--- src/rtl/result_serializer.sv ---
// Serializes a snapshot of the packed 3x3 multiplier result into bytes for uart_tx.
// Element R00 goes first and each element is sent high byte first, using the tx_start/tx_busy handshake.
module result_serializer #(
  parameter int NUM_ELEMS    = 9,
  parameter int ELEM_W       = 16,
  parameter int BUSY_TIMEOUT = 255
) (
  input  logic                        bclk,
  input  logic                        rst,
  input  logic                        start,
  input  logic [NUM_ELEMS*ELEM_W-1:0] result,
  input  logic                        tx_busy,
  output logic [7:0]                  tx_data,
  output logic                        tx_start,
  output logic                        busy,
  output logic                        done,
  output logic [4:0]                  byte_idx
);

  localparam int TOTAL_W   = NUM_ELEMS * ELEM_W;
  localparam int BPE       = ELEM_W / 8;
  localparam int NUM_BYTES = TOTAL_W / 8;
  localparam int CNT_W     = $clog2(BUSY_TIMEOUT + 1);

  localparam logic [4:0]       LAST_IDX = 5'(NUM_BYTES - 1);
  localparam logic [CNT_W-1:0] TO_LAST  = CNT_W'(BUSY_TIMEOUT - 1);

  typedef enum logic [2:0] {
    S_IDLE,
    S_WAIT_FREE,
    S_ISSUE,
    S_WAIT_ACK,
    S_WAIT_DONE,
    S_FINISH
  } state_t;

  state_t             state, state_nxt;
  logic [TOTAL_W-1:0] snapshot;
  logic [CNT_W-1:0]   to_cnt;
  logic [7:0]         byte_arr [NUM_BYTES];

  logic snap_load, idx_clr, idx_inc, data_load, cnt_clr, cnt_inc;

  // Byte i is taken from element i/BPE, with the most significant byte first.
  for (genvar i = 0; i < NUM_BYTES; i++) begin : g_bytes
    localparam int E = i / BPE;
    localparam int S = i % BPE;
    assign byte_arr[i] = snapshot[E*ELEM_W + (BPE-1-S)*8 +: 8];
  end

  // NOTE: sequential state uses non-blocking assignments so every register samples pre-edge values.
  always_ff @(posedge bclk or posedge rst) begin
    if (rst) state <= S_IDLE;
    else     state <= state_nxt;
  end

  // NOTE: every always_comb output gets a default first, so no path leaves it unassigned and no latch is inferred.
  always_comb begin
    state_nxt = state;
    snap_load = 1'b0;
    idx_clr   = 1'b0;
    idx_inc   = 1'b0;
    data_load = 1'b0;
    cnt_clr   = 1'b0;
    cnt_inc   = 1'b0;
    unique case (state)
      S_IDLE: begin
        if (start) begin
          snap_load = 1'b1;
          idx_clr   = 1'b1;
          state_nxt = S_WAIT_FREE;
        end
      end
      S_WAIT_FREE: begin
        if (!tx_busy) begin
          data_load = 1'b1;
          state_nxt = S_ISSUE;
        end
      end
      S_ISSUE: begin
        cnt_clr   = 1'b1;
        state_nxt = S_WAIT_ACK;
      end
      S_WAIT_ACK: begin
        if (tx_busy)                state_nxt = S_WAIT_DONE;
        else if (to_cnt == TO_LAST) state_nxt = S_WAIT_FREE;
        else                        cnt_inc   = 1'b1;
      end
      S_WAIT_DONE: begin
        if (!tx_busy) begin
          if (byte_idx == LAST_IDX) begin
            state_nxt = S_FINISH;
          end else begin
            idx_inc   = 1'b1;
            state_nxt = S_WAIT_FREE;
          end
        end
      end
      S_FINISH: state_nxt = S_IDLE;
      default:  state_nxt = S_IDLE;
    endcase
  end

  // NOTE: the wide snapshot register is reset so that no stale result can be sent after a reset.
  always_ff @(posedge bclk or posedge rst) begin
    if (rst) begin
      snapshot <= '0;
      byte_idx <= '0;
      tx_data  <= '0;
      to_cnt   <= '0;
    end else begin
      if (snap_load) snapshot <= result;
      if (idx_clr)        byte_idx <= '0;
      else if (idx_inc)   byte_idx <= byte_idx + 5'd1;
      if (data_load) tx_data <= byte_arr[byte_idx];
      if (cnt_clr)        to_cnt <= '0;
      else if (cnt_inc)   to_cnt <= to_cnt + CNT_W'(1);
    end
  end

  // The handshake outputs decode only the state register, so no input reaches an output combinationally.
  assign tx_start = (state == S_ISSUE);
  assign done     = (state == S_FINISH);
  assign busy     = (state == S_WAIT_FREE) || (state == S_ISSUE) ||
                    (state == S_WAIT_ACK)  || (state == S_WAIT_DONE);

endmodule

--- config.mk ---
export PLATFORM = sky130hd
export DESIGN_NAME = result_serializer
export DESIGN_NICKNAME = d
export VERILOG_FILES = /design/src/rtl/result_serializer.sv
export SDC_FILE = /design/constraint.sdc
export NUM_CORES = 1
export LEC_CHECK = 0
export CORE_MARGIN = 4
export CORE_UTILIZATION = 30
export CTS_CLUSTER_DIAMETER = 40
export CTS_CLUSTER_SIZE = 24
export DETAILED_ROUTE_END_ITERATION = 16
export HOLD_SLACK_MARGIN = 0.05
export SYNTH_ARGS = -nofsm -noshare
export SYNTH_HDL_FRONTEND = slang
export SYNTH_SLANG_ARGS = --single-unit
--- constraint.sdc ---
create_clock -name bclk -period 4.9 [get_ports bclk]
set_input_delay 0.735 -clock bclk [delete_from_list [all_inputs] [get_ports bclk]]
set_output_delay 0.735 -clock bclk [all_outputs]
set_load 0.05 [all_outputs]
==> impl_metrics.py <==
metrics = {
    "synthesis": {
        "ys_warn_count": 0,
        "synthFlopType": "dfrtp_1",
        "ys_top_cells_by_area": "dfrtp_1, mux2_1, mux2i_1",
        "synthCells": 594,
        "mappedNetlistNets": 746,
        "syn_area_per_cell_um2": 13.3,
        "synth_top_area_share": 0.532,
        "ys_async_sr_fraction": 1.00,
        "yosysTopAreaCell": "dfrtp_1",
        "ys_seq_area_frac": 0.532,
        "yosys.cell_types.count": 49,
        "synth_edf_count": 0,
        "netlist_area_um2": 7900,
        "ys_ff_latch": 168,
    },
    "clock_network": {
        "clock_sinks": 168,
        "post_cts_resize_count": 0,
        "h-tree-depth": 4,
        "cts_buffers": 17,
        "cts-root-buf": "clkbuf_16",
        "clk_path_buf_depth": 2,
        "worstSkewPairLatency_ns": 0.43,
        "tritoncts": "done",
        "hold_buffers": 0,
        "clkTransAtPathRegs_ns": 0.07,
        "post-cts-setup-buffer-count": 0,
    },
    "global_routing": {
        "grt_pass1_vias": 5389,
        "grtUsageTotal": 0.139,
        "grt_max_degree": 82,
        "grt_remaining_overflow": 0,
        "antenna_found_initial": 2,
        "grt_pass1_wl_um": 30900,
    },
    "cells_and_area": {
        "n_antenna_cell": 0,
        "syn2layout_area_growth_pct": 31.5,
        "fillers": 2525,
        "final_common_cell": "dfrtp_1",
        "drive_gt1_frac": 0.123,
        "postLayoutCoreUtil": 0.400,
        "fin_nets": 896,
        "mostFrequentLayoutCells": "dfrtp_1, clkdlybuf4s50_1, mux2_1",
    },
    "sta": {
        "finalSetupViolCount": 0,
        "hold_slack_ns": 0.485,
        "rsz0062_at_grt": "false",
        "finalCriticalPeriod_ns": 3.28,
        "finalWorstSetupSlack_ns": 1.62,
        "finalClockSkew_ns": 0.0118,
        "relSlewSlack": 0.400,
        "max_freq_ghz": 0.305,
        "fin_crit_sh": 0.669,
        "finalHoldViolCount": 0,
        "final-max-slew-violation-count": 0,
        "finalSetupTns_ns": 0,
        "worst_slew_pin_slew_ns": 0.899,
    },
    "floorplanning": {
        "die-area_um2": 29000,
        "coreArea_um2": 26000,
        "dieHeight_um": 170,
        "boundaryPins": 164,
        "die_w_um": 170,
        "initial_utilization": 0.304,
        "fp-row-count": 59,
    },
    "critical_path": {
        "critPathBufInv": 1,
        "reg2reg_to": "tx_data[5]",
        "path_class": "flip-flop to output pin",
        "crit_required_ns": 4.16,
        "start_kind": "flip-flop",
        "crit_family": "buffers and inverters",
        "r2r_start": "byte_idx[1]",
        "r2r_cells": 5,
        "r2r_slack_ns": 2.49,
        "cp-end-kind": "output pin",
        "path_cells": "nor3b_2 -> clkdlybuf4s50_1",
        "critPathSlowestCell": "clkdlybuf4s50_1",
        "critPathMaxFanout": 14,
        "crit_arrival_ns": 2.54,
        "max_stage_delay_ns": 0.90,
    },
    "hold_path": {
        "hold_path_end": "snapshot[52]",
        "hold_path_startpoint": "snapshot[52]",
        "min_path_cells": 1,
        "holdCritPathClass": "flip-flop to flip-flop",
    },
    "detailed_routing": {
        "postRouteWirelength_um": 20100,
        "route.detailed.drc": 0,
        "routedWlPerCell_um": 18.4,
        "vias": 5138,
        "dr.pass1.iters": 4,
        "drt_iter0_markers": 210,
        "viasPerCell": 4.71,
        "ant_nets": 0,
    },
    "place": {
        "dp_slack_ns": 2.01,
        "port_buffers": 163,
        "gp_congestion": 0.756,
        "place.detailed.hpwl_um": 14300,
    },
    "run_status": {
        "status": "finished, final reports clean",
    },
    "flow_run": {
        "drv_cap": 0,
    },
    "pwr": {
        "power_per_cell_area_nw_per_um2": 560,
        "power.leakage_nw": 4.07,
        "ir_drop_mv": 0.442,
    },
}
[cell usage after synthesis, types with 7 or more instances]
| cell | number |
|---|---|
| a21oi_1 | 19 |
| a22oi_1 | 15 |
| a31oi_1 | 14 |
| buf_2 | 13 |
| buf_4 | 7 |
| buf_6 | 11 |
| clkbuf_1 | 8 |
| dfrtp_1 | 168 |
| inv_1 | 7 |
| mux2_1 | 103 |
| mux2_2 | 42 |
| mux2i_1 | 70 |
| nand2_1 | 18 |
| nand3_1 | 10 |
| nor2_1 | 29 |
| xor2_1 | 7 |
[worst register-to-register path, delay by kind of cell, from the launching register on]
family | cells | cell delay, ns
AO/OA/AOI/OAI | 3 | 0.67
buffers and inverters | 1 | 0.50
multiplexers | 1 | 0.28
flip-flops | 1 | 0.80
[cell families (layout without fill, tap and decap cells)]
| group | after synthesis | after routing | share of synthesized area |
|---|---|---|---|
| simple gates | 88 | 88 | 0.0613 |
| xor+xnor | 10 | 10 | 0.0111 |
| compound gates | 60 | 60 | 0.0494 |
| flops | 168 | 168 | 0.532 |
| mux | 217 | 217 | 0.301 |
| buf+inv | 47 | 210 | 0.0382 |
| fa+ha+maj | 4 | 4 | 0.00634 |
[sequential cells by signal, indices dropped and copies added (netlist names)]
signal	count
snapshot	144
to_cnt	8
tx_data	8
byte_idx	5
state	3
[metrics by stage]
stage / cell area, µm² / std cells / total power, W
floorplan: 7900 / 594 / 0.00384
global placement: 9760 / 1060 / 0.00437
detailed placement: 9760 / 1060 / 0.00443
CTS: 10400 / 1092 / 0.00591
global route: 10400 / 1092 / 0.00621
finish: 10400 / 1092 / 0.00581
[layer usage]
layer,GRT usage,share of wire,vias up
li1,-,-,2434
met1,0.191,0.47,2592
met2,0.222,0.47,95
met3,0.0386,0.049,13
met4,0.0281,0.0076,4
met5,0,0.0013,-
[worst max path at each step]
stage,from,endpoint,cells after the start
final,state[1],tx_start,2
after global routing,state[1],tx_start,2
after CTS,state[1],tx_start,2
after detailed placement,state[1],tx_start,2
after global placement,start,snapshot[125],4
after floorplan,rst,byte_idx[0],1
[layout make-up]
class | instances | area, µm² | share of cell area
inverter | 7 | 30.0 | 0.00289
clock inverter | 14 | 184 | 0.0177
clock buffer | 18 | 439 | 0.0423
multi-input combinational | 379 | 3390 | 0.326
tap | 335 | 419 | 0.0404
timing repair buffer | 171 | 1720 | 0.165
sequential | 168 | 4210 | 0.405
[power by group]
group	internal, W	total, W	switching (W)
combinational	0.000983	0.00193	0.000945
sequential	0.00206	0.00244	0.000378
clock	0.000832	0.00145	0.000614
No activity file was read; power rests on OpenSTA's default activity.
